### src/rtl/majority_voter_scrubbed_register_array.sv
// majority_voter_scrubbed_register_array: K_MMR-redundant register file with voted reads and a background scrubber.
// Define MAJORITY_VOTER_SCRUB_INJECT_EN to add single-bit fault-injection ports.
module majority_voter_scrubbed_register_array #(
  parameter int K_MMR = 3,
  parameter int N = 16,
  parameter int DEPTH = 8,
  parameter int CNT_W = 8,
  parameter int PERIOD_W = 16,
  parameter logic [N-1:0] INIT_VALUE = '0,
  localparam int ADDR_W = DEPTH > 1 ? $clog2(DEPTH) : 1
) (
  input  logic                clk_i,
  input  logic                rst_i,
  input  logic                wr_en_i,
  input  logic [ADDR_W-1:0]   wr_addr_i,
  input  logic [N-1:0]        wr_data_i,
  input  logic [ADDR_W-1:0]   rd_addr_i,
  output logic [N-1:0]        rd_data_o,
  input  logic                scrub_en_i,
  input  logic [PERIOD_W-1:0] scrub_period_i,
  input  logic                cnt_clr_i,
`ifdef MAJORITY_VOTER_SCRUB_INJECT_EN
  input  logic                inj_en_i,
  input  logic [$clog2(K_MMR)-1:0] inj_copy_i,
  input  logic [ADDR_W-1:0]   inj_addr_i,
  input  logic [$clog2(N)-1:0] inj_bit_i,
`endif
  output logic                mismatch_o,
  output logic [CNT_W-1:0]    corrected_cnt_o,
  output logic                scrub_busy_o,
  output logic                scrub_done_o
);
  typedef enum logic [2:0] {IDLE, WAIT, CHECK, FIX, ADVANCE} state_t;
  localparam logic [ADDR_W-1:0] LAST = ADDR_W'(DEPTH - 1);
  state_t state_q, state_d;
  logic [K_MMR-1:0][N-1:0] mem_q [DEPTH];
  logic [K_MMR-1:0][N-1:0] mem_d [DEPTH];
  logic [ADDR_W-1:0] scrub_addr_q, scrub_addr_d;
  logic [PERIOD_W-1:0] timer_q, timer_d;
  logic [CNT_W-1:0] cnt_q, cnt_d;
  logic [N-1:0] rd_data_q, rd_data_d;
  logic [N-1:0] scrub_vote;
  logic scrub_diff, wr_ok, wr_hit, fix;

  function automatic logic [N-1:0] vote(input logic [K_MMR-1:0][N-1:0] c);
    int ones;
    vote = '0;
    for (int b = 0; b < N; b++) begin
      ones = 0;
      for (int k = 0; k < K_MMR; k++) ones += int'(c[k][b]);
      vote[b] = ones > K_MMR / 2;
    end
  endfunction

  assign scrub_vote = vote(mem_q[scrub_addr_q]);
  assign scrub_diff = mem_q[scrub_addr_q] != {K_MMR{scrub_vote}};
  assign wr_ok = wr_en_i && int'(wr_addr_i) < DEPTH;
  assign wr_hit = wr_ok && wr_addr_i == scrub_addr_q;
  // A write or injection landing between CHECK and FIX is re-evaluated here; only a real repair counts.
  assign fix = state_q == FIX && scrub_diff && !wr_hit;

  always_comb begin
    mem_d = mem_q;
    state_d = state_q;
    timer_d = timer_q;
    scrub_addr_d = scrub_addr_q;
    rd_data_d = int'(rd_addr_i) < DEPTH ? vote(mem_q[rd_addr_i]) : INIT_VALUE;
    case (state_q)
      IDLE: begin
        timer_d = scrub_en_i ? scrub_period_i : timer_q;
        state_d = !scrub_en_i ? IDLE : scrub_period_i == '0 ? CHECK : WAIT;
      end
      WAIT: begin
        timer_d = timer_q - 1'b1;
        state_d = !scrub_en_i ? IDLE : timer_q <= PERIOD_W'(1) ? CHECK : WAIT;
      end
      CHECK: state_d = scrub_diff ? FIX : ADVANCE;
      FIX: state_d = ADVANCE;
      ADVANCE: begin
        state_d = IDLE;
        scrub_addr_d = scrub_addr_q == LAST ? '0 : scrub_addr_q + 1'b1;
      end
      default: state_d = IDLE;
    endcase
    if (fix) mem_d[scrub_addr_q] = {K_MMR{scrub_vote}};
`ifdef MAJORITY_VOTER_SCRUB_INJECT_EN
    if (inj_en_i && int'(inj_addr_i) < DEPTH && int'(inj_copy_i) < K_MMR && int'(inj_bit_i) < N)
      mem_d[inj_addr_i][inj_copy_i][inj_bit_i] = ~mem_d[inj_addr_i][inj_copy_i][inj_bit_i];
`endif
    if (wr_ok) mem_d[wr_addr_i] = {K_MMR{wr_data_i}};
    cnt_d = cnt_clr_i ? '0 : (fix && cnt_q != '1) ? cnt_q + 1'b1 : cnt_q;
  end

  always_ff @(posedge clk_i or posedge rst_i) begin
    if (rst_i) begin
      state_q <= IDLE;
      timer_q <= '0;
      scrub_addr_q <= '0;
      cnt_q <= '0;
      rd_data_q <= INIT_VALUE;
      for (int a = 0; a < DEPTH; a++) mem_q[a] <= {K_MMR{INIT_VALUE}};
    end else begin
      state_q <= state_d;
      timer_q <= timer_d;
      scrub_addr_q <= scrub_addr_d;
      cnt_q <= cnt_d;
      rd_data_q <= rd_data_d;
      mem_q <= mem_d;
    end
  end

  assign rd_data_o = rd_data_q;
  assign corrected_cnt_o = cnt_q;
  assign mismatch_o = state_q == CHECK && scrub_diff;
  assign scrub_busy_o = state_q == CHECK || state_q == FIX;
  assign scrub_done_o = state_q == ADVANCE && scrub_addr_q == LAST;
endmodule

### config.mk
export PLATFORM = sky130hd
export DESIGN_NAME = majority_voter_scrubbed_register_array
export DESIGN_NICKNAME = d
export VERILOG_FILES = /design/src/rtl/majority_voter_scrubbed_register_array.sv
export SDC_FILE = /design/constraint.sdc
export NUM_CORES = 1
export LEC_CHECK = 0
export BUFFER_PORTS_ARGS = -buffer_cell sky130_fd_sc_hd__buf_2
export CORE_ASPECT_RATIO = 0.75
export CORE_MARGIN = 3
export CORE_UTILIZATION = 38
export DETAILED_ROUTE_END_ITERATION = 7
export PLACE_DENSITY_LB_ADDON = 0.12
export SETUP_SLACK_MARGIN = 0.1
export SYNTH_ARGS = -nofsm -noshare
export SYNTH_HDL_FRONTEND = slang
export SYNTH_SLANG_ARGS = --single-unit
### constraint.sdc
create_clock -name clk_i -period 43.5 [get_ports clk_i]
set_input_delay 8.7 -clock clk_i [delete_from_list [all_inputs] [get_ports clk_i]]
set_output_delay 8.7 -clock clk_i [all_outputs]
set_load 0.005 [all_outputs]
==> impl_metrics.ini, run 1 <==
[drt]
route.vias.total = 19442
wl_met2_mm = 38.89
post_drt_wl_per_cell_um = 31.39
route.met3.wl_mm = 8.905
wl_met1_mm = 42.52
drc_errors = 0
postRouteWirelength_mm = 92.58
viasPerCell = 6.593
first_iter_violations = 2504
ant_nets = 0
top_layer = met4
first_pass_iters = 6

[worst_setup_path]
crit_type = reg -> out
cp.required_ns = 34.80
startpoint_type = flop
cp-end-kind = output port
cp.arrival_ns = 6.50
worstPathMaxFanout = 41
path_buf_inv = 2
critPathTopFamily = simple AND/OR/NAND/NOR gates
crit_chain = buf_4 > nor2b_1 > a221oi_1 > o22ai_1 > ha_1 > o21a_1 > or2_2 > xnor2_1 > nand4_1 > nor4_4 > a21o_1 > nor2_1 > buf_2
cp_slowest_stage_delay_ns = 1.19
cp_slowest_cell = nor2b_1
critical_path.startpoint = scrub_addr_q[0]$_DFFE_PP0N_
reg2reg_from = scrub_addr_q[0]$_DFFE_PP0N_

[layout]
multi_input_area_um2 = 12700
final_cells = 2949
fillers = 6067
n_antenna_cell = 0
num-nets-final = 2130
stdcell_area_um2 = 26930
syn2layout_area_growth_pct = 8.548
layout_common_cells = 427 x dfrtp_1, 301 x a21o_1, 146 x nand2_1, 113 x mux4_2, 94 x a32o_1
final_common_cell = dfrtp_1
drive_above_1_share_pct = 20.74
seq_area_um2 = 10770

[yosys]
async_flop_share_pct = 100.0
synthTopCellsByArea = dfrtp_1 43%, mux4_2 10%, a21o_1 9.1%
ys_seq_area_share_pct = 43.37
yosysWarnings = 0
synth-main-ff-cell = dfrtp_1
ys_types = 87
synth_seq_cells = 430
syn_inst = 2078
synth_edf_count = 0
synth_top_area_cell = dfrtp_1
synth_area_um2 = 24810
synth.net_count = 2158
synth_top_area_share_pct = 43.37
syn_area_per_cell_um2 = 11.94

[global_routing]
overflow = 0
grt_util_all_layers_pct = 26.92
grt_pass1_wl_mm = 135.9
grt_pass1_vias = 19132
grt_max_degree = 93
antenna_found_initial = 1

[clock_network]
post-cts-setup-buffers = 0
cts_tree = done
clkLatencyLatePin_ns = 0.59
h-tree-depth = 2
cts-root-buf = clkbuf_16
path_clk_slew_ns = 0.07
numCtsBuffers = 47
ctsHoldBuffers = 0
postCtsResizedCells = 0
cts.sinks = 430
max-clock-path-buffers = 3

[die]
initial_core_util_pct = 38.73
fp-row-count = 80
dieArea_um2 = 68430
ioPinCount = 70
fp.dieH_um = 227.3
coreArea_um2 = 64060
fp.dieW_um = 301.1

[sta]
finalCritPeriodShare_pct = 34.95
slew_headroom_pct = 2.340
tightest_slew_ns = 1.465
layout_min_cycle_time_ns = 15.20
fin_tns_setup_ns = 0
rsz0062_at_grt = false
setup_viol = 0
hold_viol = 0
fin_worst_skew_ns = 0.01533
layout_setup_ws_ns = 28.30
fmax_mhz = 65.78
drv_slew = 0

[min_path]
hp-start = mem_q[216]$_DFF_PP0_
hold_path_class = reg -> reg

[status]
status = complete, no violations

[power]
power_frac_seq_pct = 44.4
share_comb_of_total_power_pct = 22.0
ir_worst_vdd_mv = 0.02781
power.density_nw_per_um2 = 46.21
clkPwrFrac_pct = 33.6
leakagePower_nw = 13.12
switching_share_pct = 31.03
total_power_mw = 1.245
p_sw_mw = 0.3861
internal_power_mw = 0.8584

[placed_design]
place_hpwl_mm = 59.59
place_area_um2 = 25340
portBuffers = 69
pre_cts_ws_ns = 29.04
place_inst = 2862
gp_congestion = 0.9069

[job]
cap_violations = 0
area by class of cell:
| type | count | area share, % |
|---|---|---|
| Tap cell | 861 | 4.000 |
| Inverter | 32 | 0.4739 |
| Sequential cell | 430 | 40.00 |
| Clock inverter | 16 | 0.5296 |
| Clock buffer | 71 | 5.380 |
| Multi-Input combinational cell | 1429 | 47.16 |
| Timing Repair Buffer | 110 | 2.458 |
kinds of logic after synthesis:
family	Yosys count	share of synthesized area, %
compound gates	726	23.72
buf+inv	219	5.824
mux	273	17.10
xor+xnor	10	0.3530
simple gates	383	7.771
flops	430	43.37
fa+ha+maj	37	1.866
flip-flops by register name, indices dropped and copies added (netlist names):
name	cells
corrected_cnt_o	8
timer_q	16
scrub_addr_q	3
state_q	3
mem_q	384
rd_data_o	16
metal layers:
layer | global-route usage, % | vias up
li1 | - | 8098
met4 | 6.451 | 0
met1 | 40.89 | 10114
met2 | 39.24 | 1069
met5 | 0 | -
met3 | 5.568 | 161
final timing paths:
path	endpoint	slack (ns)	depth (start not counted)
min in group asynchronous	timer_q[13]$_DFFE_PP0P_	8.18	2
worst max register to register	mem_q[150]$_DFF_PP0_	35.80	15
worst max-delay path	mismatch_o	28.30	13
worst min-delay path	mem_q[216]$_DFF_PP0_	0.50	1
max in group asynchronous	mem_q[172]$_DFF_PP0_	32.94	4
worst min register to register	mem_q[216]$_DFF_PP0_	0.50	1
synthesized netlist by cell type, types with 40 or more instances:
| library cell | count |
|---|---|
| dfrtp_1 | 430 |
| a21o_1 | 301 |
| nand2_1 | 146 |
| mux4_2 | 113 |
| a32o_1 | 94 |
| mux2i_1 | 84 |
| o211ai_1 | 80 |
| mux2_2 | 70 |
| nand3_1 | 45 |
| nor2_1 | 45 |
| clkbuf_1 | 42 |
| buf_6 | 40 |
stage by stage:
| stage | hold slack, ns | utilization [%] |
|---|---|---|
| final | 0.4996 | 42.04 |
| after detailed placement | 0.4871 | 39.56 |
| after global routing | 0.5150 | 42.04 |
| after CTS | 0.5018 | 42.04 |
| after global placement | 0.4716 | 39.56 |
| after floorplan | 0.4534 | - |
power groups by stage:
stage	Clock, mW	Combinational, mW	Sequential (mW)
final	0.418	0.274	0.553
after global routing	0.441	0.298	0.561
after CTS	0.424	0.273	0.550
after detailed placement	0	0.271	0.556
after global placement	0	0.267	0.556
after floorplan	0	0.208	0.525
Power figures use the tool's default switching activity.
==> run 2: changes to the inputs <==
clock period = 14.65 ns   (was 43.5 ns; I/O delays follow)
==> run 2 against run 1 <==
Effect of this change: flip-flop and latch count is the same; power grew to 3.0 times the previous value; clock power increased to 3.0 times the previous value; critical endpoint unchanged; critical path type unchanged.
==> impl_metrics.ini, run 2 (same netlist as run 1, synthesis figures left out) <==
[status]
status = complete, no violations

[layout]
stdcell_area_um2 = 27010
fin_util_pct = 42.16
syn2layout_area_growth_pct = 8.850
largest_register_ffs = 384
drive_above_1_share_pct = 20.78
regMostFlops = mem_q
final_common_cell = dfrtp_1
final_cells = 2954
n_antenna_cell = 0
layout_common_cells = 427 x dfrtp_1, 301 x a21o_1, 146 x nand2_1, 113 x mux4_2, 94 x a32o_1
num-nets-final = 2135

[worst_setup_path]
worstPathMaxFanout = 51
cp-end-kind = output port
cp.required_ns = 11.72
crit_type = reg -> out
startpoint_type = flop
cp.arrival_ns = 6.41

[clock_network]
ctsHoldBuffers = 0
max-clock-path-buffers = 3
cts_tree = done
h-tree-depth = 2
cts-root-buf = clkbuf_16
post-cts-setup-buffers = 0
cts.sinks = 430
numCtsBuffers = 47
clkLatencyLatePin_ns = 0.59
path_clk_slew_ns = 0.06
postCtsResizedCells = 0

[global_routing]
grt_max_degree = 147
antenna_found_initial = 1
grt_util_all_layers_pct = 27.06
grt_pass1_vias = 19375
overflow = 0
grt_pass1_wl_mm = 136.8

[placed_design]
place_inst = 2867
portBuffers = 69
gp_congestion = 0.9338
place_area_um2 = 25390
place_hpwl_mm = 60.13

[sta]
hold_viol = 0
setup_viol = 0
fin_worst_skew_ns = 0.02400
rsz0062_at_grt = false
finalCritPeriodShare_pct = 63.75
tightest_slew_ns = 1.128
layout_min_cycle_time_ns = 9.340
fin_tns_setup_ns = 0
drv_slew = 0
slew_headroom_pct = 24.60
fmax_mhz = 107.1

[drt]
postRouteWirelength_mm = 92.51
ant_nets = 0
drc_errors = 0
first_pass_iters = 6
first_iter_violations = 2096
post_drt_wl_per_cell_um = 31.32
viasPerCell = 6.617
route.vias.total = 19547

[die]
ioPinCount = 70
coreArea_um2 = 64060
fp.dieW_um = 301.1
fp-row-count = 80
initial_core_util_pct = 38.73
fp.dieH_um = 227.3
dieArea_um2 = 68430

[power]
total_power_mw = 3.727
power.density_nw_per_um2 = 138.0
leakagePower_nw = 13.17
ir_worst_vdd_mv = 0.09365

[min_path]
hold_path_class = reg -> reg

[job]
cap_violations = 0
run 2: changes by cell type in the layout (fill, tap and decap cells not counted), moves of 2 or more:
cell and delta:
buf_4 +4, bufinv_16 +2, clkbuf_1 +3, clkinvlp_4 -4
run 2: layout make-up:
type,instances,area (µm²)
inverter,32,123.9
multi-input combinational,1429,12700
clock buffer,73,1446
tap,861,1077
timing repair buffer,115,711.9
fill,6108,37050
clock inverter,14,173.9
sequential,430,10770
run 2: metal layers:
layer	vias up	part of all wire [%]	global-route usage (%)
met5	-	0	0
met4	0	2.5	6.875
met3	181	9.3	6.578
met2	967	42	39.13
met1	10281	46	40.58
li1	8118	-	-
run 2: worst paths after layout:
| kind | cells after the start | startpoint | endpoint | slack (ns) |
|---|---|---|---|---|
| min | 1 | mem_q[204]$_DFF_PP0_ | mem_q[204]$_DFF_PP0_ | 0.50 |
| max | 14 | scrub_addr_q[2]$_DFFE_PP0N_ | mismatch_o | 5.31 |
| max reg2reg | 16 | scrub_addr_q[2]$_DFFE_PP0N_ | mem_q[228]$_DFF_PP0_ | 7.22 |
| min in group asynchronous | 2 | rst_i | mem_q[18]$_DFF_PP0_ | 2.39 |
| max in group asynchronous | 5 | rst_i | mem_q[235]$_DFF_PP0_ | 9.33 |
| min reg2reg | 1 | mem_q[204]$_DFF_PP0_ | mem_q[204]$_DFF_PP0_ | 0.50 |
run 2: worst max-delay path, cell delays in order (launching register included):
cell	delay, ns
dfrtp_4	0.70
buf_4	0.51
buf_4	0.72
and2_1	0.79
a21oi_1	0.15
o221ai_1	0.32
ha_1	0.30
o21ai_0	0.13
nand2_1	0.34
xnor2_1	0.47
o2111ai_2	0.22
nor4_4	0.57
a21o_1	0.35
nor2_1	0.07
buf_2	0.13
run 2: metrics by stage:
step / hold slack [ns] / setup WS (ns)
floorplan: 0.4534 / 5.915
global placement: 0.4740 / 6.188
detailed placement: 0.4833 / 6.038
CTS: 0.4973 / 5.393
global route: 0.5119 / 5.162
finish: 0.4978 / 5.310
run 2: power breakdown:
group	switching, mW	internal (mW)
logic	0.417	0.414
clock network	0.514	0.748
registers	0.215	1.42
total	1.15	2.58
